--- config.mk ---
export PLATFORM = sky130hd
export DESIGN_NAME = seg_scan_ctrl
export DESIGN_NICKNAME = d
export VERILOG_FILES = /design/src/rtl/seg_pkg.sv /design/src/rtl/seg_scan_ctrl_scan_timer.sv /design/src/rtl/seg_scan_ctrl.sv
export SDC_FILE = /design/constraint.sdc
export NUM_CORES = 1
export LEC_CHECK = 0
export CORE_MARGIN = 3
export CORE_UTILIZATION = 50
export CTS_CLUSTER_DIAMETER = 40
export CTS_CLUSTER_SIZE = 40
export DETAILED_ROUTE_END_ITERATION = 12
export PLACE_DENSITY = 0.84
export SETUP_SLACK_MARGIN = 0.5
export SLEW_MARGIN = 20
export SYNTH_ARGS = -nofsm -noshare
export SYNTH_HDL_FRONTEND = slang
export SYNTH_SLANG_ARGS = --single-unit
--- constraint.sdc ---
create_clock -name clk -period 2.78 [get_ports clk]
set_clock_uncertainty 0.15 [all_clocks]
set_input_delay 0.556 -clock clk [delete_from_list [all_inputs] [get_ports clk]]
set_output_delay 0.556 -clock clk [all_outputs]
set_load 0.02 [all_outputs]
--- src/rtl/seg_pkg.sv ---
// Shared constants, slot-state encoding and width helper for the 7-segment scan controller.
package seg_pkg;

    localparam logic [3:0] BCD_BLANK = 4'hF;
    localparam logic [3:0] BCD_MAX   = 4'd9;

    typedef enum logic {
        GUARD = 1'b0,
        ON    = 1'b1
    } slot_state_t;

    // Ceiling log2 with a floor of 1 so single-value ranges still get a real bit.
    function automatic int clog2(input int n);
        int w;
        w = 1;
        while ((1 << w) < n)
            w = w + 1;
        return w;
    endfunction

endpackage

--- src/rtl/seg_scan_ctrl_scan_timer.sv ---
// Digit-slot timebase: slot counter and digit index plus the strobes that
// mark slot start, end of the anti-ghosting guard, slot end and frame end.
module scan_timer
    import seg_pkg::*;
#(
    parameter int NDIG  = 4,
    parameter int DIV   = 50000,
    parameter int BLANK = 16,
    parameter int IW    = clog2(NDIG)
) (
    input  logic          clk,
    input  logic          rst_n,
    output logic [IW-1:0] idx,
    output logic          slot_start,
    output logic          guard_end,
    output logic          slot_end,
    output logic          frame_end
);

    localparam int CW = clog2(DIV);

    logic [CW-1:0] cnt;

    always_ff @(posedge clk) begin
        if (!rst_n) begin
            cnt <= '0;
            idx <= '0;
        end else if (slot_end) begin
            cnt <= '0;
            idx <= (idx == IW'(NDIG - 1)) ? '0 : idx + 1'b1;
        end else begin
            cnt <= cnt + 1'b1;
        end
    end

    assign slot_start = (cnt == '0);
    assign guard_end  = (cnt == CW'(BLANK - 1));
    assign slot_end   = (cnt == CW'(DIV - 1));
    assign frame_end  = slot_end && (idx == IW'(NDIG - 1));

endmodule

--- src/rtl/seg_scan_ctrl.sv ---
// Multiplexed scan controller for a common-anode 7-segment display: double-buffered
// host updates committed at frame boundaries, digit formatting for a shared decoder.
module seg_scan_ctrl
    import seg_pkg::*;
#(
    parameter int NDIG  = 4,
    parameter int DIV   = 50000,
    parameter int BLANK = 16
) (
    input  logic              clk,
    input  logic              rst_n,
    input  logic              load,
    input  logic [4*NDIG-1:0] value,
    input  logic [NDIG-1:0]   dp_in,
    input  logic              lzb_en,
    output logic              ready,
    output logic [3:0]        bcd_out,
    output logic              blank_out,
    output logic              dp_out,
    output logic [NDIG-1:0]   dig_en,
    output logic              frame_tick
);

    localparam int IW = clog2(NDIG);

    logic [IW-1:0]     idx;
    logic              slot_start;
    logic              guard_end;
    logic              slot_end;
    logic              frame_end;

    logic [4*NDIG-1:0] active_val;
    logic [4*NDIG-1:0] shadow_val;
    logic [NDIG-1:0]   active_dp;
    logic [NDIG-1:0]   shadow_dp;
    logic              pending;

    slot_state_t       state;
    slot_state_t       state_next;

    logic [NDIG-1:0]   lz_mask;
    logic              lz_run;
    logic [3:0]        cur_code;
    logic              cur_dp;
    logic [NDIG-1:0]   dig_en_next;
    logic [3:0]        bcd_next;
    logic              blank_next;
    logic              dp_next;

    scan_timer #(
        .NDIG  (NDIG),
        .DIV   (DIV),
        .BLANK (BLANK),
        .IW    (IW)
    ) u_timer (
        .clk        (clk),
        .rst_n      (rst_n),
        .idx        (idx),
        .slot_start (slot_start),
        .guard_end  (guard_end),
        .slot_end   (slot_end),
        .frame_end  (frame_end)
    );

    // Commit and capture are mutually exclusive: ready is low whenever pending is set.
    always_ff @(posedge clk) begin
        if (!rst_n) begin
            active_val <= '0;
            active_dp  <= '0;
            shadow_val <= '0;
            shadow_dp  <= '0;
            pending    <= 1'b0;
            ready      <= 1'b1;
        end else if (frame_end && pending) begin
            active_val <= shadow_val;
            active_dp  <= shadow_dp;
            pending    <= 1'b0;
            ready      <= 1'b1;
        end else if (load && ready) begin
            shadow_val <= value;
            shadow_dp  <= dp_in;
            pending    <= 1'b1;
            ready      <= 1'b0;
        end
    end

    always_ff @(posedge clk) begin
        if (!rst_n)
            state <= GUARD;
        else
            state <= state_next;
    end

    always_comb begin
        state_next = state;
        case (state)
            GUARD:   if (guard_end) state_next = ON;
            ON:      if (slot_end)  state_next = GUARD;
            default: state_next = GUARD;
        endcase
    end

    // A digit is a leading zero while it and everything above it are zero without a dp.
    always_comb begin
        lz_run  = lzb_en;
        lz_mask = '0;
        for (int i = NDIG - 1; i >= 1; i--) begin
            lz_run     = lz_run && (active_val[4*i +: 4] == 4'd0) && !active_dp[i];
            lz_mask[i] = lz_run;
        end
    end

    assign cur_code = active_val[4*idx +: 4];
    assign cur_dp   = active_dp[idx];

    // Formatting is refreshed only at slot start so lzb_en never disturbs a lit digit.
    always_comb begin
        dig_en_next = '0;
        if (state == ON)
            dig_en_next[idx] = 1'b1;
        bcd_next   = bcd_out;
        blank_next = blank_out;
        dp_next    = dp_out;
        if (slot_start) begin
            if (lz_mask[idx]) begin
                bcd_next   = cur_code;
                blank_next = 1'b1;
                dp_next    = 1'b0;
            end else if (cur_code > BCD_MAX) begin
                bcd_next   = BCD_BLANK;
                blank_next = 1'b1;
                dp_next    = cur_dp;
            end else begin
                bcd_next   = cur_code;
                blank_next = 1'b0;
                dp_next    = cur_dp;
            end
        end
    end

    always_ff @(posedge clk) begin
        if (!rst_n) begin
            dig_en     <= '0;
            bcd_out    <= 4'd0;
            blank_out  <= 1'b1;
            dp_out     <= 1'b0;
            frame_tick <= 1'b0;
        end else begin
            dig_en     <= dig_en_next;
            bcd_out    <= bcd_next;
            blank_out  <= blank_next;
            dp_out     <= dp_next;
            frame_tick <= frame_end;
        end
    end

endmodule

==> results.txt <==
----------------------------------------------------
[Timing]
  Crit path setup slack, layout ... 0.558 ns
  Rel. slew slack ... 0.636
  Worst Tran Pin Value ... 0.542 ns
  RSZ-0062 raised after global routing ... yes
  Maximum achievable frequency ... 450 MHz
  Setup TNS ... 0 ns
  Final worst path period share ... 0.799
  Final hold violations ... 0
  Setup-violating endpoint count in the final report ... 0
  Min cycle time layout ... 2.22 ns
  Number of max-slew violations in the final report ... 0

[Power and ir drop]
  Areal power density over the cells ... 541 mW/mm2
  Leakage power ... 1.37 nW
  Worst ir drop on vdd ... 0.380 mV

[Global routing]
  Via count of the first global-routing pass ... 2300
  First-pass GRT wire length ... 10500 um
  Largest net degree at the start of global routing ... 49
  Total routing resource utilization after global routing ... 0.185
  Final global-route overflow total ... 0
  Number of antenna violations at the first check in global routing ... 0

[Finish]
  Fin util ... 0.645
  Number of antenna diodes ... 0
  Layout net count ... 387
  Fraction of final layout cells sized beyond drive strength 1 ... 0.0912
  Layout Cell Area excl Fill ... 0.00368 mm2
  Area grow syn2layout ... 21.1%

[Place]
  PortBufs ... 35
  Post-detail-place hpwl ... 3900 um
  Dpl ws ... 0.259 ns
  Weighted congestion reported at the end of routability-driven placement ... 0.850
  Standard cell area after detailed placement ... 0.00343 mm2

[Floorplanning]
  Die area ... 0.00706 mm2
  Die height ... 84.0 um
  Core outline area ... 0.00571 mm2
  Starting utilization of the core area ... 0.533
  # rows ... 27
  Width of the die ... 84.0 um
  Count of pins on the block boundary ... 36

[Logic synthesis]
  Sequential cell area fraction in the yosys report ... 0.474
  Area share of the leading cell type in the synthesized netlist ... 0.474
  Post-synth EDFFs ... 0
  Post-Synthesis Net Count ... 353
  Post-Synthesis Cell Area ... 0.00304 mm2
  Post-synth top flop ... sky130_fd_sc_hd__dfxtp_1
  Synth warn ... 0
  Netlist cell types ... 36
  Share of flip-flops with an asynchronous set or reset after synthesis ... 0
  Number of instances in the synthesized netlist ... 323
  Synthesized area per cell ... 9.42 um2
  Register bit total from synthesis ... 72
  Cell type with the largest total area after synthesis ... sky130_fd_sc_hd__dfxtp_1
  Cell types occupying the most area after synthesis ... sky130_fd_sc_hd__dfxtp_1 (47%), sky130_fd_sc_hd__mux2i_1 (6.6%), sky130_fd_sc_hd__nand2_1 (6.5%)

[Clocking]
  Depth of the CTS H-tree ... 3
  Num CTS Buffers ... 9
  Clock edge transition at the registers on the reported setup and hold paths ... 0.07 ns
  CTS root buffer ... sky130_fd_sc_hd__clkbuf_8
  CTS sink count ... 72
  Insertion delay to the later sink of the worst-skew pair ... 0.34 ns
  Longest Clk Path Bufs ... 2
  Cts hold-fix bufs ... 0
  TritonCTS clock tree ... done

[Routing]
  Vias after detailed routing ... 2315
  Wire length on met1 ... 2720 um
  Highest metal used ... met4
  Number of routed nets with antenna violations ... 0
  Met3 WL post-DR ... 294 um
  Number of design rule violations left after detail routing ... 0
  Routed wire per std cell ... 14.0 um
  Drt initial violations ... 190
  Routed Wire Length ... 6080 um
  Via count normalized by instance count ... 5.33
  Detailed-routed wire length on met2 ... 2940 um
  Number of detailed-routing iterations run before antenna repair ... 4

[Flow run]
  Number of violations of the max-capacitance limit ... 0

[Critical path]
  Number of cell instances on the worst register-to-register path ... 5
  Required time of the worst setup path ... 2.86 ns
  Crit path DAT ... 2.30 ns
  Worst setup SP type ... flip-flop
  Crit Reg-Reg Endpoint ... shadow_val[2]
  Sort of element at the end of the critical path ... flip-flop
  Startpoint-to-endpoint class of the critical path ... flip-flop to flip-flop
  Setup slack, reg-to-reg ... 0.56 ns
  Peak fanout along the critical path ... 10
  Worst R2R Start ... u_timer.cnt[11]

[Outcome]
  Result of the run ... complete, no violations

[Min path]
  Worst hold path startpoint ... shadow_dp[1]
  Hold Path Class ... flip-flop to flip-flop
  Hold endpoint ... active_dp[1]
  Worst hold path stage count ... 2

----------------------------------------------------
## cell usage in the layout (no fill, tap or decap), types with 3 or more instances in the layout
cell,count
sky130_fd_sc_hd__ha_1,6
sky130_fd_sc_hd__xnor2_1,4
sky130_fd_sc_hd__mux2i_1,20
sky130_fd_sc_hd__clkinv_2,3
sky130_fd_sc_hd__and3_1,9
sky130_fd_sc_hd__nand3_1,9
sky130_fd_sc_hd__clkdlybuf4s50_1,35
sky130_fd_sc_hd__a21boi_0,4
sky130_fd_sc_hd__nor3_1,6
sky130_fd_sc_hd__mux4_2,5
sky130_fd_sc_hd__xor2_1,10
sky130_fd_sc_hd__clkbuf_8,11
sky130_fd_sc_hd__nor2b_1,21
sky130_fd_sc_hd__o21ai_0,5
sky130_fd_sc_hd__nand2_1,53
sky130_fd_sc_hd__nor2_1,29
sky130_fd_sc_hd__a21boi_1,20
sky130_fd_sc_hd__nor4b_1,3
sky130_fd_sc_hd__dfxtp_1,71
sky130_fd_sc_hd__inv_1,6
sky130_fd_sc_hd__buf_4,3
## logic make-up after synthesis
family | synth area share
muxes | 0.103
buffers and inverters | 0.0370
adders and majority gates | 0.0247
AOI/OAI and AO/OA | 0.0905
DFF | 0.474
xor gates and xnor gates | 0.0403
and+or+nand+nor | 0.231
## synthesized netlist by cell type (2+ instances only)
master,instances
sky130_fd_sc_hd__dfxtp_1,72
sky130_fd_sc_hd__nand2_1,53
sky130_fd_sc_hd__nor2_1,29
sky130_fd_sc_hd__nor2b_1,21
sky130_fd_sc_hd__a21boi_1,20
sky130_fd_sc_hd__mux2i_1,20
sky130_fd_sc_hd__clkbuf_1,10
sky130_fd_sc_hd__xor2_1,10
sky130_fd_sc_hd__and3_1,9
sky130_fd_sc_hd__nand3_1,9
sky130_fd_sc_hd__nor3_1,7
sky130_fd_sc_hd__buf_2,6
sky130_fd_sc_hd__ha_1,6
sky130_fd_sc_hd__inv_1,6
sky130_fd_sc_hd__mux4_2,5
sky130_fd_sc_hd__o21ai_0,5
sky130_fd_sc_hd__a21boi_0,4
sky130_fd_sc_hd__xnor2_1,4
sky130_fd_sc_hd__nor4b_1,3
sky130_fd_sc_hd__a21oi_1,2
sky130_fd_sc_hd__buf_6,2
sky130_fd_sc_hd__nand4_1,2
sky130_fd_sc_hd__nor3b_1,2
sky130_fd_sc_hd__nor4_1,2
sky130_fd_sc_hd__o21a_1,2
sky130_fd_sc_hd__or3_1,2
## critical path: stages, from the launching register on
cell	delay [ns]
sky130_fd_sc_hd__dfxtp_1	0.33
sky130_fd_sc_hd__or4_1	0.58
sky130_fd_sc_hd__nand4bb_4	0.33
sky130_fd_sc_hd__o311a_4	0.47
sky130_fd_sc_hd__mux2i_1	0.19
sky130_fd_sc_hd__nor2b_1	0.07
## worst max path at each step
stage                                end            start  slack [ns]
after floorplan               bcd_out[0]   u_timer.idx[0]        0.56
after global placement     active_val[1]  u_timer.cnt[11]        0.31
after detailed placement  active_val[12]  u_timer.cnt[11]        0.26
after CTS                     bcd_out[0]   u_timer.idx[0]        0.52
after global routing       shadow_val[2]  u_timer.cnt[11]        0.47
final                      shadow_val[2]  u_timer.cnt[11]        0.56
## layout make-up
type | instances | area (um2)
fillers | 476 | 2030
multi-input cells | 229 | 1550
flip-flops and latches | 72 | 1440
repair buffers | 39 | 393
clock buffers | 11 | 151
well taps | 72 | 90.1
clock inverters | 5 | 31.3
inverters | 6 | 22.5
## where the power goes
| part | internal, W | switching, W | total, W |
|---|---|---|---|
| Combinational | 0.0000945 | 0.0000722 | 0.000167 |
| Clock | 0.000369 | 0.000378 | 0.000747 |
| Sequential | 0.00106 | 0.0000196 | 0.00108 |
| Total | 0.00152 | 0.000470 | 0.00199 |
## repair_timing
action                                  in CTS  in global routing
pin swaps                                    1                  1
setup buffers                                0                  1
cloned                                       2                  0
endpoints found under the setup margin      42                 34
gates resized for setup                      5                  2
## layer usage
| metal | GRT usage | vias up |
|---|---|---|
| met2 | 0.305 | 57 |
| met3 | 0.0415 | 10 |
| li1 | - | 1164 |
| met1 | 0.225 | 1084 |
| met4 | 0.0965 | 0 |
| met5 | 0 | - |
## sequential cells by signal, indices dropped and copies added, names as in the netlist
signal	cells
ready	1
state	1
blank_out	1
u_timer.idx	2
dp_out	1
pending	1
u_timer.cnt	16
bcd_out	4
shadow_val	16
active_val	16
dig_en	4
frame_tick	1
active_dp	4
shadow_dp	4
## per-stage QoR
step	power [W]	hold WS [ns]	instances
after floorplan	0.00120	0.278	323
final	0.00199	0.308	434
after detailed placement	0.00126	0.299	415
after global routing	0.00208	0.321	434
after global placement	0.00126	0.289	415
after CTS	0.00201	0.308	433
Note: power is estimated with default switching activity, not from simulation.
